--- src/rtl/loader_pkg.sv ---
// Shared types and constants for the instruction-image loader.
// State encoding, sync byte default and data widths.
package loader_pkg;

  localparam int BYTE_W = 8;
  localparam int WORD_W = 32;
  localparam int ROM_SIZE_DEF = 128;
  localparam logic [BYTE_W-1:0] SYNC_BYTE_DEF = 8'hA5;

  typedef enum logic [2:0] {
    IDLE,
    CNT_HI,
    CNT_LO,
    DATA,
    CHECK,
    DONE,
    ERROR
  } state_t;

endpackage

--- src/rtl/instr_loader_if.sv ---
// UART byte input, instruction RAM write port and CPU status of the loader.
// master = loader side, slave = UART/RAM/CPU side.
interface instr_loader_if;
  import loader_pkg::*;

  logic [BYTE_W-1:0] rx_data;
  logic              rx_valid;
  logic              mem_we;
  logic [WORD_W-1:0] mem_addr;
  logic [WORD_W-1:0] mem_wdata;
  logic              cpu_hold;
  logic              done;
  logic              error;

  modport master (
    input  rx_data, rx_valid,
    output mem_we, mem_addr, mem_wdata, cpu_hold, done, error
  );

  modport slave (
    output rx_data, rx_valid,
    input  mem_we, mem_addr, mem_wdata, cpu_hold, done, error
  );

endinterface

--- src/rtl/loader_word_pack.sv ---
// Packs bytes MSB-first into a 32-bit word; word/word_ready are combinational
// on the 4th byte so the caller can register the write in the same cycle.
module loader_word_pack
  import loader_pkg::*;
(
  input  logic              clk,
  input  logic              reset,
  input  logic              clear,
  input  logic              byte_vld,
  input  logic [BYTE_W-1:0] byte_dat,
  output logic [WORD_W-1:0] word,
  output logic              word_ready
);

  logic [WORD_W-1:0] sr;
  logic [1:0]        idx;

  assign word       = {sr[WORD_W-BYTE_W-1:0], byte_dat};
  assign word_ready = byte_vld && (idx == 2'd3);

  always_ff @(posedge clk) begin
    if (!reset || clear) begin
      sr  <= '0;
      idx <= 2'd0;
    end else if (byte_vld) begin
      sr  <= word;
      idx <= idx + 2'd1;
    end
  end

endmodule

--- src/rtl/instr_loader.sv ---
// Loads a framed program image from the UART into instruction RAM, holding the CPU until done.
// Checksum byte and CHECK state exist only when LOADER_CHECKSUM_EN is defined.
module instr_loader
  import loader_pkg::*;
#(
  parameter int                ROM_SIZE  = ROM_SIZE_DEF,
  parameter logic [BYTE_W-1:0] SYNC_BYTE = SYNC_BYTE_DEF
) (
  input  logic           clk,
  input  logic           reset,
  instr_loader_if.master bus
);

  state_t            state, state_n;
  logic [BYTE_W-1:0] cnt_hi;
  logic [15:0]       count, words;
  logic [WORD_W-1:0] wr_ptr;
  logic              we_q;
  logic [WORD_W-1:0] addr_q, wdata_q;
  logic [WORD_W-1:0] pack_word;
  logic              pack_ready;
  logic [15:0]       cnt_full;
  logic              is_sync, last_word;

`ifdef LOADER_CHECKSUM_EN
  localparam state_t AFTER_DATA = CHECK;
  logic [BYTE_W-1:0] acc;
`else
  localparam state_t AFTER_DATA = DONE;
`endif

  assign cnt_full  = {cnt_hi, bus.rx_data};
  assign is_sync   = (bus.rx_data == SYNC_BYTE);
  assign last_word = pack_ready && ((words + 16'd1) == count);

  loader_word_pack u_pack (
    .clk        (clk),
    .reset      (reset),
    .clear      (state_n == CNT_HI),
    .byte_vld   (bus.rx_valid && (state == DATA)),
    .byte_dat   (bus.rx_data),
    .word       (pack_word),
    .word_ready (pack_ready)
  );

  always_ff @(posedge clk) begin
    if (!reset) state <= IDLE;
    else        state <= state_n;
  end

  always_comb begin
    state_n = state;
    if (bus.rx_valid) begin
      case (state)
        IDLE, DONE, ERROR: if (is_sync) state_n = CNT_HI;
        CNT_HI:            state_n = CNT_LO;
        CNT_LO: begin
          if (cnt_full > 16'(ROM_SIZE)) state_n = ERROR;
          else if (cnt_full == 16'd0)   state_n = AFTER_DATA;
          else                          state_n = DATA;
        end
        DATA:              if (last_word) state_n = AFTER_DATA;
`ifdef LOADER_CHECKSUM_EN
        CHECK:             state_n = (bus.rx_data == acc) ? DONE : ERROR;
`endif
        default:           state_n = state;
      endcase
    end
  end

  // Write pointer and accumulator restart on every accepted sync byte.
  always_ff @(posedge clk) begin
    if (!reset) begin
      cnt_hi  <= '0;
      count   <= '0;
      words   <= '0;
      wr_ptr  <= '0;
      we_q    <= 1'b0;
      addr_q  <= '0;
      wdata_q <= '0;
`ifdef LOADER_CHECKSUM_EN
      acc     <= '0;
`endif
    end else begin
      we_q <= 1'b0;
      if (bus.rx_valid) begin
        case (state)
          IDLE, DONE, ERROR: begin
            if (is_sync) begin
              words  <= '0;
              wr_ptr <= '0;
`ifdef LOADER_CHECKSUM_EN
              acc    <= '0;
`endif
            end
          end
          CNT_HI: cnt_hi <= bus.rx_data;
          CNT_LO: count  <= cnt_full;
          DATA: begin
`ifdef LOADER_CHECKSUM_EN
            acc <= acc ^ bus.rx_data;
`endif
            if (pack_ready) begin
              we_q    <= 1'b1;
              addr_q  <= wr_ptr;
              wdata_q <= pack_word;
              wr_ptr  <= wr_ptr + 32'd4;
              words   <= words + 16'd1;
            end
          end
          default: ;
        endcase
      end
    end
  end

  assign bus.mem_we    = we_q;
  assign bus.mem_addr  = addr_q;
  assign bus.mem_wdata = wdata_q;
  assign bus.done      = (state == DONE);
  assign bus.error     = (state == ERROR);
  assign bus.cpu_hold  = (state != DONE);

endmodule
--- src/flat_wrapper.sv ---
// flat-port wrapper written by rule: the top's interface ports become plain ports
module instr_loader_flat import loader_pkg::*;
#(
  parameter int                ROM_SIZE  = ROM_SIZE_DEF,
  parameter logic [BYTE_W-1:0] SYNC_BYTE = SYNC_BYTE_DEF
)
  (clk, reset, bus_rx_data, bus_rx_valid, bus_mem_we, bus_mem_addr, bus_mem_wdata, bus_cpu_hold, bus_done, bus_error);
  instr_loader_if bus_i ();
  input  logic clk;
  input  logic reset;
  input wire logic [$bits(bus_i.rx_data)-1:0] bus_rx_data;
  input wire logic [$bits(bus_i.rx_valid)-1:0] bus_rx_valid;
  output wire logic [$bits(bus_i.mem_we)-1:0] bus_mem_we;
  output wire logic [$bits(bus_i.mem_addr)-1:0] bus_mem_addr;
  output wire logic [$bits(bus_i.mem_wdata)-1:0] bus_mem_wdata;
  output wire logic [$bits(bus_i.cpu_hold)-1:0] bus_cpu_hold;
  output wire logic [$bits(bus_i.done)-1:0] bus_done;
  output wire logic [$bits(bus_i.error)-1:0] bus_error;
  assign bus_i.rx_data = bus_rx_data;
  assign bus_i.rx_valid = bus_rx_valid;
  assign bus_mem_we = bus_i.mem_we;
  assign bus_mem_addr = bus_i.mem_addr;
  assign bus_mem_wdata = bus_i.mem_wdata;
  assign bus_cpu_hold = bus_i.cpu_hold;
  assign bus_done = bus_i.done;
  assign bus_error = bus_i.error;
  instr_loader #(.ROM_SIZE(ROM_SIZE), .SYNC_BYTE(SYNC_BYTE)) u_core (.clk(clk), .reset(reset), .bus(bus_i));
endmodule
--- config.mk ---
export PLATFORM = sky130hd
export DESIGN_NAME = instr_loader_flat
export DESIGN_NICKNAME = d
export VERILOG_FILES = /design/src/rtl/loader_pkg.sv /design/src/rtl/instr_loader_if.sv /design/src/rtl/loader_word_pack.sv /design/src/rtl/instr_loader.sv /design/src/flat_wrapper.sv
export SDC_FILE = /design/constraint.sdc
export NUM_CORES = 1
export LEC_CHECK = 0
export BUFFER_PORTS_ARGS = -buffer_cell sky130_fd_sc_hd__buf_2
export CORE_ASPECT_RATIO = 0.75
export CORE_MARGIN = 3
export CORE_UTILIZATION = 60
export CTS_CLUSTER_SIZE = 24
export DETAILED_ROUTE_END_ITERATION = 16
export PLACE_DENSITY = 0.91
export SLEW_MARGIN = 20
export SYNTH_ARGS = -nofsm -noshare
export SYNTH_HDL_FRONTEND = slang
export SYNTH_SLANG_ARGS = --single-unit
--- constraint.sdc ---
create_clock -name clk -period 6.9 [get_ports clk]
set_input_delay 0.345 -clock clk [delete_from_list [all_inputs] [get_ports clk]]
set_output_delay 0.345 -clock clk [all_outputs]
set_load 0.05 [all_outputs]
==> reports/metrics.cfg <==
[route]
drt-total-wl_mm = 17.0
route.vias.total = 6272
wl_per_cell_um = 16.1
vias_per_cell = 5.95
ant_nets = 0
firstDrtPassIters = 6
drc_errors = 0
drt_iter0_drc = 596

[timing]
tightestPinTransition_ns = 0.918
setup_ws_ns = 3.78
slew_viol_final = 0
finalSetupViolations = 0
timing.fmax_mhz = 320
finalCriticalPeriod_ns = 3.12
finClkSkew_ns = 0.00990
finalSetupTns_ns = 0
grt_setup_unrepaired = no
max_slew_margin_pct = 38.8
fin_crit_sh_pct = 45.3
hold_viol_final = 0

[global_routing]
grtUsageTotal_pct = 26.3
grt_pass1_wl_mm = 27.8
antenna_found_initial = 0
grt-ovfl-total = 0
grt_pass1_vias = 5744
grt_max_degree = 88

[layout]
drive_above_1_share_pct = 14.4
diodes = 0
register_area_um2 = 3240
mostFrequentLayoutCells = nand2_1 (186), dfxtp_1 (162), a21oi_1 (112)
area_growth_pct = 14.6
multi_input_area_um2 = 3510
fin_util_pct = 71.9
nNetsFinal = 899
fillers = 822
stdcell_count = 1055
final_common_cell = nand2_1

[power]
powerDensity_nw_per_um2 = 243
fin_total_pwr_w = 0.00195
ir_worst_vdd_uv = 225
total_leakage_power_nw = 2.95

[cts]
post-cts-setup-buffers = 0
postCtsResizedCells = 0
hold_buffers = 0
cts_tree = done
cts_made_buffers = 17
ctsLongestPathBuffers = 2
clock-sinks = 162
clock_latency_ns = 0.43
clk_pin_slew_ns = 0.07
root_buffer = clkbuf_16
cts.htree.levels = 4

[synthesis]
ys_warn_count = 0
syn_inst = 843
synth_enable_flop_cells = 0
async_reset_ff_share_pct = 0
synth_cell_type_count = 57
syn-mean-instance-area_um2 = 8.33
synth_ff_type = dfxtp_1
yosysSeqAreaShare_pct = 46.2
synthesis.area_um2 = 7020
ys_ff_latch = 162

[place]
dpl.hpwl_mm = 10.7
gp_congestion = 0.896
dp_cells = 1023
place_ws_ns = 3.55
numPortBuffers = 76

[floorplan]
die_h_um = 99.7
die_area_um2 = 13000
num_rows = 33
die_w_um = 131
core-area_um2 = 11200
start_util_pct = 62.7
ios = 79

[worst_setup_path]
max_stage_delay_ns = 0.84
critPathCaptureType = flop
critPathLaunchType = flop
critical_path_class = reg2reg
path_cells = nand2b_1, o311ai_4, nand4_2, or4_1, a21oi_1
rrSetupSlack_ns = 3.78
r2r_start = u_core.state[2]
critPathMaxFanout = 23
rr_worst_depth = 5
cp_data_arrival_time_ns = 3.46
crit_slowest_cell = o311ai_4
required_ns = 7.24
r2r_end = u_core.wr_ptr[24]

[min_path]
hold_depth = 3
min_from = bus_rx_data[1]
min_to = u_core.cnt_hi[1]
hp-class = in2reg

[run_status]
status = completed

[job]
drv_cap = 0

## sequential cells by signal, indices dropped and copies added (netlist names)
signal	flops
u_core.count	16
u_core.bus.mem_wdata	32
u_core.bus.mem_we	1
u_core.u_pack.sr	24
u_core.cnt_hi	8
u_core.words	16
u_core.wr_ptr	30
u_core.bus.mem_addr	30
u_core.state	3
u_core.u_pack.idx	2
## layer usage
metal / up-vias / track usage [%] / part of all wire [%]
li1: 3050 / - / -
met1: 2940 / 36.3 / 44
met2: 254 / 40.8 / 48
met3: 28 / 5.80 / 6.6
met4: 0 / 9.17 / 1.7
met5: - / 0 / 0
## how the worst max path moves through the flow
stage	from	to	slack, ns	cells after the start
final	u_core.state[2]	u_core.wr_ptr[24]	3.78	5
after global routing	u_core.state[2]	u_core.wr_ptr[20]	3.58	5
after CTS	u_core.state[2]	u_core.wr_ptr[24]	3.82	5
after detailed placement	bus_rx_data[1]	u_core.wr_ptr[21]	3.55	6
after global placement	bus_rx_data[1]	u_core.wr_ptr[24]	3.64	6
after floorplan	bus_rx_data[1]	u_core.wr_ptr[26]	4.56	7
## cells in the mapped netlist, drive strengths merged, types with 5 or more instances
master | n | share of area [%]
nor2 | 36 | 1.9
xor2 | 20 | 2.5
dfxtp | 162 | 46
buf | 12 | 0.86
nor3 | 10 | 0.71
and4 | 6 | 0.75
o31ai | 13 | 1.6
inv | 13 | 0.70
xnor2 | 20 | 2.5
nand2 | 186 | 9.9
or4 | 12 | 1.3
mux2i | 27 | 3.8
and3 | 7 | 0.62
nand3 | 13 | 1.1
or3 | 17 | 1.5
o21ai | 22 | 1.6
nand4 | 31 | 2.9
clkbuf | 47 | 2.5
a211oi | 26 | 2.8
nor4 | 5 | 0.53
a21oi | 112 | 8.0
## worst max-delay path: cells and delay by family (launching register included)
family	cells	cell delay, ns
AND/OR/NAND/NOR	3	1.45
AO/OA/AOI/OAI	2	1.01
flip-flops	1	0.56
## metrics by stage
step / instance area, um^2 / hold WS [ns]
6_report: 8050 / 0.222
5_1_grt: 8050 / 0.222
4_1_cts: 8040 / 0.211
3_5_place_dp: 7420 / 0.444
3_3_place_gp: 7410 / 0.439
2_1_floorplan: 7020 / 0.432
## report_power, final
part           switching (W)  total [W]  internal (W)
sequential       0.000000518   0.000936      0.000935
clock               0.000398   0.000983      0.000585
combinational      0.0000300  0.0000361    0.00000601
## layout make-up
class,instances,share of cell area [%]
clock buffer,18,5.46
timing repair buffer,81,5.24
tap,157,2.44
sequential,162,40.3
inverter,14,0.669
multi-input combinational,609,43.7
clock inverter,14,2.21
## cells by family (layout without fill, tap and decap cells)
kind of cell | after synthesis | in the layout | share of synthesized area [%]
muxes | 27 | 27 | 3.85
other | 1 | 2 | 0.0534
AOI/OAI and AO/OA | 195 | 195 | 16.9
DFF | 162 | 162 | 46.2
adders and majority gates | 3 | 3 | 0.535
and+or+nand+nor | 342 | 342 | 23.3
xor gates and xnor gates | 40 | 40 | 4.99
buffers and inverters | 73 | 127 | 4.13
(Power assumes the default switching activity.)
